<file path="src/rtl/param_data_memory.sv">
// Single-port data memory with configurable width, depth and access latency,
// per-byte write enables and a read-only constant word; optional err output under DMEM_ERR_EN.
module param_data_memory #(
    parameter int                DATA_W     = 32,
    parameter int                ADDR_W     = 4,
    parameter int                LATENCY    = 1,
    parameter int                CONST_ADDR = 1,
    parameter logic [DATA_W-1:0] CONST_VAL  = 1
) (
    input  logic                clk,
    input  logic                rst,
    input  logic [31:0]         addr,
    input  logic [DATA_W-1:0]   wr_data,
    input  logic [DATA_W/8-1:0] be,
    input  logic                rw,
    input  logic                valid,
`ifdef DMEM_ERR_EN
    output logic                err,
`endif
    output logic [DATA_W-1:0]   rd_data,
    output logic                ready
);

    localparam int DEPTH = 2**ADDR_W;
    localparam int NB    = DATA_W / 8;

    typedef enum logic [1:0] {IDLE, WAIT, DONE} state_t;

    state_t              state;
    logic [3:0]          cnt;
    logic [31:0]         lat_addr;
    logic [DATA_W-1:0]   lat_wdata;
    logic [NB-1:0]       lat_be;
    logic                lat_rw;

    logic [31:0]         req_addr;
    logic [DATA_W-1:0]   req_wdata;
    logic [NB-1:0]       req_be;
    logic                req_rw;
    logic                enter_done;
    logic                in_range;
    logic                is_const;
    logic                mem_we;
    logic [ADDR_W-1:0]   idx;
    logic [DATA_W-1:0]   read_word;
    logic                acc_err;

    logic [DATA_W-1:0]   mem [DEPTH];

    // With LATENCY = 1 the access completes on the acceptance edge itself,
    // before the latches are loaded, so the live request inputs are used in IDLE.
    always_comb begin
        if (state == IDLE) begin
            req_addr  = addr;
            req_wdata = wr_data;
            req_be    = be;
            req_rw    = rw;
        end else begin
            req_addr  = lat_addr;
            req_wdata = lat_wdata;
            req_be    = lat_be;
            req_rw    = lat_rw;
        end
    end

    assign enter_done = (LATENCY == 1) ? (state == IDLE && valid)
                                       : (state == WAIT && cnt == 4'd0);
    assign in_range   = (req_addr >> ADDR_W) == 32'd0;
    assign is_const   = req_addr == 32'(CONST_ADDR);
    assign idx        = req_addr[ADDR_W-1:0];
    assign mem_we     = enter_done && !rst && req_rw && in_range && !is_const;
    assign acc_err    = !in_range || (req_rw && is_const);
    assign read_word  = is_const ? CONST_VAL : (in_range ? mem[idx] : '0);

    always_ff @(posedge clk) begin
        if (rst) begin
            state     <= IDLE;
            cnt       <= 4'd0;
            ready     <= 1'b0;
            rd_data   <= '0;
            lat_addr  <= '0;
            lat_wdata <= '0;
            lat_be    <= '0;
            lat_rw    <= 1'b0;
`ifdef DMEM_ERR_EN
            err       <= 1'b0;
`endif
        end else begin
            ready <= enter_done;
`ifdef DMEM_ERR_EN
            err   <= enter_done && acc_err;
`endif
            if (enter_done && !req_rw)
                rd_data <= read_word;

            case (state)
                IDLE: begin
                    if (valid) begin
                        lat_addr  <= addr;
                        lat_wdata <= wr_data;
                        lat_be    <= be;
                        lat_rw    <= rw;
                        if (LATENCY == 1) begin
                            state <= DONE;
                        end else begin
                            state <= WAIT;
                            cnt   <= 4'(LATENCY - 2);
                        end
                    end
                end
                WAIT: begin
                    if (cnt == 4'd0) state <= DONE;
                    else             cnt   <= cnt - 4'd1;
                end
                DONE:    state <= IDLE;
                default: state <= IDLE;
            endcase
        end
    end

    // NOTE: the storage array has no reset; its contents survive rst and only
    // the byte lanes selected by be are written.
    always_ff @(posedge clk) begin
        for (int i = 0; i < NB; i++) begin
            if (mem_we && req_be[i])
                mem[idx][8*i +: 8] <= req_wdata[8*i +: 8];
        end
    end

`ifndef DMEM_ERR_EN
    logic unused_err;
    assign unused_err = acc_err;
`endif

endmodule

</file>
<file path="config.mk">
export PLATFORM = sky130hd
export DESIGN_NAME = param_data_memory
export DESIGN_NICKNAME = d
export VERILOG_FILES = /design/src/rtl/param_data_memory.sv
export SDC_FILE = /design/constraint.sdc
export NUM_CORES = 1
export LEC_CHECK = 0
export CELL_PAD_IN_SITES_DETAIL_PLACEMENT = 0
export CELL_PAD_IN_SITES_GLOBAL_PLACEMENT = 1
export CORE_ASPECT_RATIO = 0.9
export CORE_MARGIN = 4
export CORE_UTILIZATION = 39
export DETAILED_ROUTE_END_ITERATION = 7
export GPL_TIMING_DRIVEN = 1
export PLACE_DENSITY_LB_ADDON = 0.1
export SYNTH_ARGS = -nofsm -noshare
export SYNTH_HDL_FRONTEND = slang
export SYNTH_SLANG_ARGS = --single-unit
</file>
<file path="constraint.sdc">
create_clock -name clk -period 3.41 [get_ports clk]
set_input_delay 0.5115 -clock clk [delete_from_list [all_inputs] [get_ports clk]]
set_output_delay 0.5115 -clock clk [all_outputs]
set_load 0.01 [all_outputs]
</file>
==> metrics <==
status=completed; Leak=0.0104 µW; Storage cell area=17,400 µm²; Vias per Instance=5.31; Most used DFF post-synth=edfxtp_1; Crit Path Max Fanout=19; total setup buffers inserted after CTS=0; TritonCTS clock tree=done; Max-Cap Viols=0; CTS max path bufs=3; Via Count=14,900; Worst path max stage delay=0.50 ns; Antenna Nets Post-Route=0; Buf+Inv Stages, Crit Path=4; # port buffers=104; drt wl/cell=23.9 µm; final setup fails=0; most used cell, CP=buf_4; number of global-route vias before repair=14,900; Avg Cell Area, Syn=13.9 µm²; # resized after CTS=0; Seq/Total Area, Yosys=71.9%; initial antenna violation count=1; Worst EP required=3.70 ns; Die ar.=66,200 µm²; Final Hold Viols=0; Critical Path End Type=flip-flop; commonest cells after routing, fill and taps aside=512 x edfxtp_1, 350 x nand2_1, 207 x mux2i_1, 115 x buf_4, 103 x clkdlybuf4s50_1; fmax=338 MHz; R2R Setup Slk=0.45 ns; htree depth=3; crit path launch type=flip-flop; CP Cell Sequence=buf_4 > nor4b_1 > nand4_1 > a221oi_2 > buf_4 > nand3_2 > buf_12 > nor3_1 > buf_4; pre-CTS WS=0.175 ns; worst setup path class=reg2reg; Post-route DRC=0; largest net degree at the start of global routing=69; EDFF count, synth=512; Slew Viols, Final=0; Slowest-stage cell, CP=dfxtp_4; Clock Sinks=614; setup ws final=0.452 ns; asr flop ratio synth=0%; total track usage=20.2%; Die H=244 µm; clock tree root driver cell=clkbuf_16; initial core utilization=39.5%; Max VDD drop=311 µV; PwrDens=575 nW/µm²; clk_lat worst skew=0.59 ns; CTS clk-pin slew, worst paths=0.06 ns; grt total ovfl=0; Syn Inst Count=1,738; Relative slew margins=24.7%; CTS Buf Count=68; Synthesis Warnings=0; RSZ-0062 raised after global routing=no; Die W=271 µm; hold_buf cts=0; Layout area overhead=21.1%; wirelength, routed=67,100 µm; Multi-input gate area=6530 µm²; Boundary Pins=105; first-pass GRT wire length=99,500 µm; nets=2,029; core area=61,300 µm²; worst min-delay path category=in2reg; Final period util=86.8%; Row Count=86; DP Wirelength=42,900 µm; synthesis-stage register bit count=614; Iter 0 DRT Violations=1,029; DR pass1 iterations=5; post-layout minimum cycle time=2.96 ns; delay-heaviest family, CP=buffers and inverters; routability cong.=0.796; Mapped Area=24,200 µm²; Fillers=5,408; most common cell after layout, fill and taps aside=edfxtp_1; layout cells sized above 1=14.9%; number of distinct library cells after synthesis=43; Clock Skew=0.0194 ns; CP Data Arrival Time=3.25 ns; worst-margin pin slew=1.13 ns; Setup TNS=0 ns
==> through the flow <==
| step | total power [µW] | area [µm²] | util, % | hold slack [ns] | std cells |
|---|---|---|---|---|---|
| final | 16900 | 29300 | 47.8 | 0.398 | 2803 |
| after global routing | 17500 | 29300 | 47.8 | 0.404 | 2802 |
| after CTS | 17100 | 29300 | 47.8 | 0.361 | 2802 |
| after detailed placement | 9790 | 27100 | 44.3 | 0.443 | 2679 |
| after global placement | 9780 | 27100 | 44.3 | 0.438 | 2679 |
| after floorplan | 9160 | 24300 | - | 0.431 | 1769 |
==> final timing paths <==
check                                                 from                          to  depth (start not counted)
worst max-delay path                 state[1]$_SDFFE_PP0P_        mem[8][26]$_DFFE_PP_                          9
worst min-delay path                                   rst       state[1]$_SDFFE_PP0P_                          3
worst max register to register       state[1]$_SDFFE_PP0P_        mem[8][26]$_DFFE_PP_                          9
worst min register to register  lat_wdata[10]$_SDFFE_PP0N_  lat_wdata[10]$_SDFFE_PP0N_                          2
==> per-layer routing <==
metal  share of wire [%]  routed length, µm  GRT usage [%]  vias up
li1                    -                  -              -     6916
met1                  47              31600           29.4     7454
met2                  45              30500           31.9      415
met3                 5.0               3350           3.07      105
met4                 2.5               1680           5.43        0
met5                   0                  0              0        -
==> synthesized netlist by cell type (all sizes together), types with 6 or more instances <==
library cell	n	share of area, %
nor4	6	0.22
dfxtp	102	8.4
edfxtp	512	63
clkbuf	77	1.2
buf	39	0.76
nor3	81	1.7
o31ai	30	0.93
o22ai	29	0.75
a32oi	31	1.1
nand2	350	5.4
o221ai	11	0.40
mux2	38	1.8
nand3	62	1.4
mux2i	209	8.6
a21oi	79	1.6
nor2	36	0.56
==> power by group <==
| group | switching, µW | internal [µW] | total (µW) |
|---|---|---|---|
| Clock | 2940 | 4310 | 7250 |
| Sequential | 33.5 | 8250 | 8280 |
| Combinational | 882 | 448 | 1330 |
| Total | 3860 | 13000 | 16900 |
==> layout make-up <==
class / instances / share of cell area [%]
Multi-Input combinational cell: 1036 / 22.2
Clock buffer: 87 / 6.33
Timing Repair Buffer: 234 / 7.50
Tap cell: 792 / 3.38
Antenna cell: 1 / 0.00853
Inverter: 3 / 0.0384
Sequential cell: 614 / 59.4
Clock inverter: 36 / 1.15
==> worst reg2reg max path, delay by kind of cell (launching register included) <==
kind | cells | cell delay [ns]
AO/OA/AOI/OAI | 1 | 0.32
buffers and inverters | 4 | 0.99
flip-flops | 1 | 0.50
AND/OR/NAND/NOR | 4 | 0.86
==> cell families (layout without fill, tap and decap cells) <==
logic type / after synthesis / after routing / share of synthesized area [%]
compound gates: 191 / 191 / 5.22
buf+inv: 119 / 360 / 2.00
flops: 614 / 614 / 71.9
mux: 252 / 252 / 10.9
other cells: 1 / 33 / 0.0155
simple gates: 561 / 561 / 10.0
==> state kept, by name, summed over array words and instances (netlist names) <==
name       flops
ready          1
mem          512
lat_be         4
rd_data       32
lat_wdata     32
state          1
lat_addr      32
(Power assumes the default switching activity.)
